$ cat config.mk
export PLATFORM = sky130hd
export DESIGN_NAME = player_motion_ctrl
export DESIGN_NICKNAME = d
export VERILOG_FILES = /design/src/rtl/player_motion_ctrl.sv
export SDC_FILE = /design/constraint.sdc
export NUM_CORES = 1
export LEC_CHECK = 0
export ABC_AREA = 1
export CORE_MARGIN = 1
export CORE_UTILIZATION = 46
export DETAILED_ROUTE_END_ITERATION = 10
export MAX_ROUTING_LAYER = met4
export PLACE_DENSITY_LB_ADDON = 0.25
export SETUP_SLACK_MARGIN = 0.2
export SLEW_MARGIN = 20
export SYNTH_ARGS = -nofsm -noshare
export SYNTH_HDL_FRONTEND = slang
export SYNTH_SLANG_ARGS = --single-unit
$ cat constraint.sdc
create_clock -name clk -period 5.4 [get_ports clk]
set_input_delay 1.08 -clock clk [delete_from_list [all_inputs] [get_ports clk]]
set_output_delay 1.08 -clock clk [all_outputs]
set_load 0.02 [all_outputs]
$ cat src/rtl/player_motion_ctrl.sv
// Player motion controller: horizontal walk/bounce plus a jump/gravity vertical model.
// All state advances once per frame_tick; outputs are the registered state itself.
module player_motion_ctrl #(
    parameter int RANGE_X  = 624,
    parameter int RANGE_Y  = 368,
    parameter int SPEED    = 2,
    parameter int JUMP_VEL = 12,
    parameter int GRAVITY  = 1,
    parameter int MAX_FALL = 15
) (
    input  logic       clk,
    input  logic       reset,
    input  logic       frame_tick,
    input  logic       auto_mode,
    input  logic       btn_left,
    input  logic       btn_right,
    input  logic       btn_jump,
    output logic [9:0] px,
    output logic [9:0] py,
    output logic [1:0] state,
    output logic [4:0] vel
);

    typedef enum logic [1:0] {
        GROUND = 2'b00,
        RISE   = 2'b01,
        FALL   = 2'b10
    } motion_state_t;

    // 11-bit copies of the position limits so sums and compares never overflow.
    localparam logic [10:0] RX_W    = 11'(RANGE_X);
    localparam logic [10:0] RY_W    = 11'(RANGE_Y);
    localparam logic [10:0] SPEED_W = 11'(SPEED);
    localparam logic [4:0]  JV      = 5'(JUMP_VEL);
    localparam logic [4:0]  GRAV    = 5'(GRAVITY);
    localparam logic [5:0]  MAX_F6  = 6'(MAX_FALL);

    motion_state_t state_q, state_d;
    logic [9:0]    px_q, px_d;
    logic [9:0]    py_q, py_d;
    logic [4:0]    vel_q, vel_d;
    logic          dir_q, dir_d;    // 1 = moving right
    logic          armed_q, armed_d;

    logic [10:0]   px_w;
    logic [10:0]   py_w;
    logic [10:0]   vel_w;
    logic [10:0]   rise_sum;
    logic [4:0]    vel_dec;
    logic [5:0]    vel_inc;

    // Registers: synchronous reset wins; otherwise load the next-state values.
    // NOTE: sequential state uses non-blocking assignments so every register
    // samples pre-edge values, independent of statement order.
    always_ff @(posedge clk) begin
        if (reset) begin
            state_q <= GROUND;
            px_q    <= '0;
            py_q    <= '0;
            vel_q   <= '0;
            dir_q   <= 1'b1;
            armed_q <= 1'b1;
        end else begin
            state_q <= state_d;
            px_q    <= px_d;
            py_q    <= py_d;
            vel_q   <= vel_d;
            dir_q   <= dir_d;
            armed_q <= armed_d;
        end
    end

    // Next-state: horizontal and vertical motion both advance on a frame tick.
    // NOTE: every signal gets a hold default first, so no path leaves one
    // unassigned and no latch is inferred.
    always_comb begin
        state_d  = state_q;
        px_d     = px_q;
        py_d     = py_q;
        vel_d    = vel_q;
        dir_d    = dir_q;
        armed_d  = armed_q;
        px_w     = {1'b0, px_q};
        py_w     = {1'b0, py_q};
        vel_w    = {6'b0, vel_q};
        rise_sum = py_w + vel_w;
        vel_dec  = vel_q - GRAV;
        vel_inc  = {1'b0, vel_q} + {1'b0, GRAV};

        if (frame_tick) begin
            // Horizontal
            if (auto_mode) begin
                if (dir_q) begin
                    if (px_w >= RX_W - SPEED_W) begin
                        px_d  = RX_W[9:0];
                        dir_d = 1'b0;
                    end else begin
                        px_d = 10'(px_w + SPEED_W);
                    end
                end else begin
                    if (px_w <= SPEED_W) begin
                        px_d  = '0;
                        dir_d = 1'b1;
                    end else begin
                        px_d = 10'(px_w - SPEED_W);
                    end
                end
            end else if (btn_left && !btn_right) begin
                dir_d = 1'b0;
                px_d  = (px_w <= SPEED_W) ? 10'd0 : 10'(px_w - SPEED_W);
            end else if (btn_right && !btn_left) begin
                dir_d = 1'b1;
                px_d  = (px_w + SPEED_W >= RX_W) ? RX_W[9:0] : 10'(px_w + SPEED_W);
            end

            // Any tick with the button released re-arms the jump.
            if (!btn_jump) begin
                armed_d = 1'b1;
            end

            // Vertical
            case (state_q)
                GROUND: begin
                    py_d  = '0;
                    vel_d = '0;
                    if (btn_jump && armed_q) begin
                        state_d = RISE;
                        vel_d   = JV;
                        armed_d = 1'b0;
                    end
                end
                RISE: begin
                    py_d = (rise_sum >= RY_W) ? RY_W[9:0] : rise_sum[9:0];
                    if (vel_dec == 5'd0 || rise_sum >= RY_W) begin
                        state_d = FALL;
                        vel_d   = '0;
                    end else begin
                        vel_d = vel_dec;
                    end
                end
                FALL: begin
                    // A landing tick never starts a jump; GROUND handles that next tick.
                    if (py_w <= vel_w) begin
                        state_d = GROUND;
                        py_d    = '0;
                        vel_d   = '0;
                    end else begin
                        py_d  = 10'(py_w - vel_w);
                        vel_d = (vel_inc >= MAX_F6) ? MAX_F6[4:0] : vel_inc[4:0];
                    end
                end
                default: begin
                    state_d = GROUND;
                    py_d    = '0;
                    vel_d   = '0;
                end
            endcase
        end
    end

    // Outputs are the registers themselves.
    assign px    = px_q;
    assign py    = py_q;
    assign state = state_q;
    assign vel   = vel_q;

endmodule

==> results.sh <==
export IMPL_r2r_cells=14
export IMPL_synth_seq_cells=29
export IMPL_dieHeight_um=84.1
export IMPL_syn_area_sq_um=3100
export IMPL_finalHoldViolCount=0
export IMPL_track_usage_pct=24.7
export IMPL_drv_cap=0
export IMPL_antenna_found_initial=0
export IMPL_drtIter0Drc=228
export IMPL_cpMostUsedCell="inv_1"
export IMPL_vias=3343
export IMPL_synth_edf_count=0
export IMPL_ff_latch_area_sq_um=581
export IMPL_synth_top_flop_cell="dfxtp_1"
export IMPL_slowest_stage="clkdlybuf4s50_1"
export IMPL_initial_utilization_pct=48.3
export IMPL_fill_cells=633
export IMPL_cts_setup_buffers=0
export IMPL_grt_overflow_total=0
export IMPL_ir_drop_v=0.000152
export IMPL_cp_max_fo=13
export IMPL_min_path_cells=2
export IMPL_power_total_uw=808
export IMPL_synth_simple_area_share_pct=42.2
export IMPL_period_share_pct=53.9
export IMPL_start_kind="primary input"
export IMPL_synth_area_per_cell_sq_um=6.24
export IMPL_core_area_sq_um=6420
export IMPL_drt_wl_total_um=8310
export IMPL_max_stage_delay_ns=0.45
export IMPL_final_nets=557
export IMPL_drcViolationCount=4
export IMPL_wire_per_inst_um=13.8
export IMPL_setup_tns_ns=0
export IMPL_numCtsBuffers=5
export IMPL_finalWorstSetupSlack_ns=2.49
export IMPL_worstMarginPinSlew_ns=0.985
export IMPL_status="complete, but fails checks"
export IMPL_root_buffer="clkbuf_8"
export IMPL_synthArstFlopShare_pct=0
export IMPL_leakage_uw=0.00163
export IMPL_critPathKind="primary input to flip-flop"
export IMPL_end_kind="flip-flop"
export IMPL_fmax_mhz=343
export IMPL_gp_congestion=0.956
export IMPL_syn_inst=497
export IMPL_crit_required_ns=5.52
export IMPL_ctsResizeCount=0
export IMPL_h_tree_depth=2
export IMPL_rsz0062_at_grt="no"
export IMPL_postRouteAntennaNets=0
export IMPL_die_width_um=84.1
export IMPL_first_global_vias=3004
export IMPL_slew_headroom_pct=34.1
export IMPL_io_pins=34
export IMPL_drive_above_1_share_pct=10.1
export IMPL_skew_ns=0.00499
export IMPL_area_growth_pct=15.0
export IMPL_yosys_warnings=0
export IMPL_dpl_worst_slack_ns=2.24
export IMPL_critPathBufInv=5
export IMPL_synth_mux_area_share_pct=0
export IMPL_min_period_ns=2.91
export IMPL_violations="DRC"
export IMPL_via_per_inst=5.53
export IMPL_multi_input_area_sq_um=2200
export IMPL_cts_tree="built"
export IMPL_synthXorXnorAreaFrac_pct=4.52
export IMPL_synth_compound_area_share_pct=14.0
export IMPL_dpl_hpwl_um=6350
export IMPL_synth_top_family_by_area="simple AND/OR/NAND/NOR gates"
export IMPL_clk_latency_ns=0.28
export IMPL_path_cells="clkdlybuf4s50_1 -> inv_1 -> nand2_1 -> inv_1 -> nor2_1 -> o21ai_0 -> nand2_1 -> inv_1 -> o21ai_0 -> inv_1 -> nand2_1 -> a21oi_1"
export IMPL_ys_types=41
export IMPL_slew_violations=0
export IMPL_grt_pass1_wl_um=13700
export IMPL_dieArea_sq_um=7080
export IMPL_setup_viol=0
export IMPL_dr_pass1_iters=8
export IMPL_cts_buffer_depth=2
export IMPL_cp_data_arrival_time_ns=3.04
export IMPL_path_clk_slew_ns=0.07
export IMPL_seq_area_frac_synth_pct=18.7
export IMPL_timing_hold_ws_ns=0.504
export IMPL_hold_path_class="flip-flop to flip-flop"
export IMPL_hold_buffers=0
export IMPL_synth_nets=528
export IMPL_antennaDiodeCount=0
export IMPL_path_depth=12
export IMPL_p_per_area_nw_per_um2=226
export IMPL_io_buffers=33
export IMPL_synthAdderAreaFrac_pct=10.2
export IMPL_path_delay_family="buffers and inverters"
export IMPL_rows=29
export IMPL_grt_max_degree=24
export IMPL_cts_sinks=29
-- sequential cells by signal, summed over array words and instances, names as in the netlist --
name	count
state	2
py	10
px	10
dir_q	1
vel	5
armed_q	1
-- stage by stage --
step,util (%),instance area (sq um),instances
finish,55.6,3570,604
global route,55.6,3570,604
global placement,53.8,3450,596
floorplan,-,3100,497
detailed placement,53.8,3450,596
CTS,55.6,3570,604
-- final timing paths --
kind / start / slack, ns / to
setup / recovery: btn_right / 2.49 / px[3]
hold / removal: armed_q / 0.50 / armed_q
setup reg to reg: vel[3] / 2.68 / py[1]
hold reg to reg: armed_q / 0.50 / armed_q
-- cell usage after synthesis (3+ instances only) --
cell type	count	area, sq um
buf_4	3	22.5
a21oi_1	38	190
inv_1	58	218
dfxtp_1	29	581
xnor2_1	3	26.3
nand3_2	5	50.1
o21ai_1	3	15.0
xor2_1	13	114
nand2_1	140	526
inv_2	5	18.8
nor2_4	4	45.0
ha_1	22	275
nand3_1	35	175
nand2_2	14	87.6
o211ai_1	5	37.5
nand4_1	14	87.6
nor2_2	6	37.5
nor2_1	42	158
buf_6	3	33.8
nor3_1	4	20.0
clkbuf_1	4	15.0
o21ai_0	21	105
-- cell type report --
class                           instances  area share, %
Tap cell                               77           2.70
Sequential cell                        29           16.3
Timing Repair Buffer                   33           9.26
Inverter                               65           6.91
Clock inverter                          1          0.842
Clock buffer                            7           2.42
Multi-Input combinational cell        392           61.6
-- cells by family after synthesis --
logic type | after synthesis
buf+inv | 76
flops | 29
xor+xnor | 16
compound gates | 78
simple gates | 274
fa+ha+maj | 24
-- routing by layer --
| metal | track usage [%] | up-vias | part of all wire (%) |
|---|---|---|---|
| met5 | - | - | 0 |
| met4 | 6.74 | 0 | 1.2 |
| met3 | 3.86 | 12 | 6.4 |
| met2 | 38.4 | 137 | 45 |
| met1 | 33.4 | 1527 | 47 |
| li1 | - | 1667 | - |
-- placed cells by master, fill, tap and decap left out, types with 3 or more instances in the layout --
| master | synthesis | routed |
|---|---|---|
| nand2_1 | 140 | 140 |
| inv_1 | 58 | 58 |
| nor2_1 | 42 | 42 |
| a21oi_1 | 38 | 38 |
| nand3_1 | 35 | 35 |
| clkdlybuf4s50_1 | 0 | 33 |
| dfxtp_1 | 29 | 29 |
| ha_1 | 22 | 22 |
| o21ai_0 | 21 | 21 |
| nand2_2 | 14 | 14 |
| nand4_1 | 14 | 14 |
| xor2_1 | 13 | 13 |
| nor2_2 | 6 | 6 |
| clkbuf_8 | 0 | 6 |
| inv_2 | 5 | 5 |
| nand3_2 | 5 | 5 |
| o211ai_1 | 5 | 5 |
| nor2_4 | 4 | 4 |
| nor3_1 | 4 | 4 |
| xnor2_1 | 3 | 3 |
| o21ai_1 | 3 | 3 |
-- report_power, final --
group,switching [uW],leakage (uW),total (uW),internal [uW]
Sequential,26.0,0.000236,254,228
Combinational,201,0.00133,316,115
Clock,87.7,0.0000585,238,150
Total,315,0.00163,808,493
-- worst min-delay path, stage by stage, from the launching register on --
cell	delay, ns
dfxtp_1	0.35
a21oi_1	0.07
o21ai_0	0.06
(Power assumes the default switching activity.)
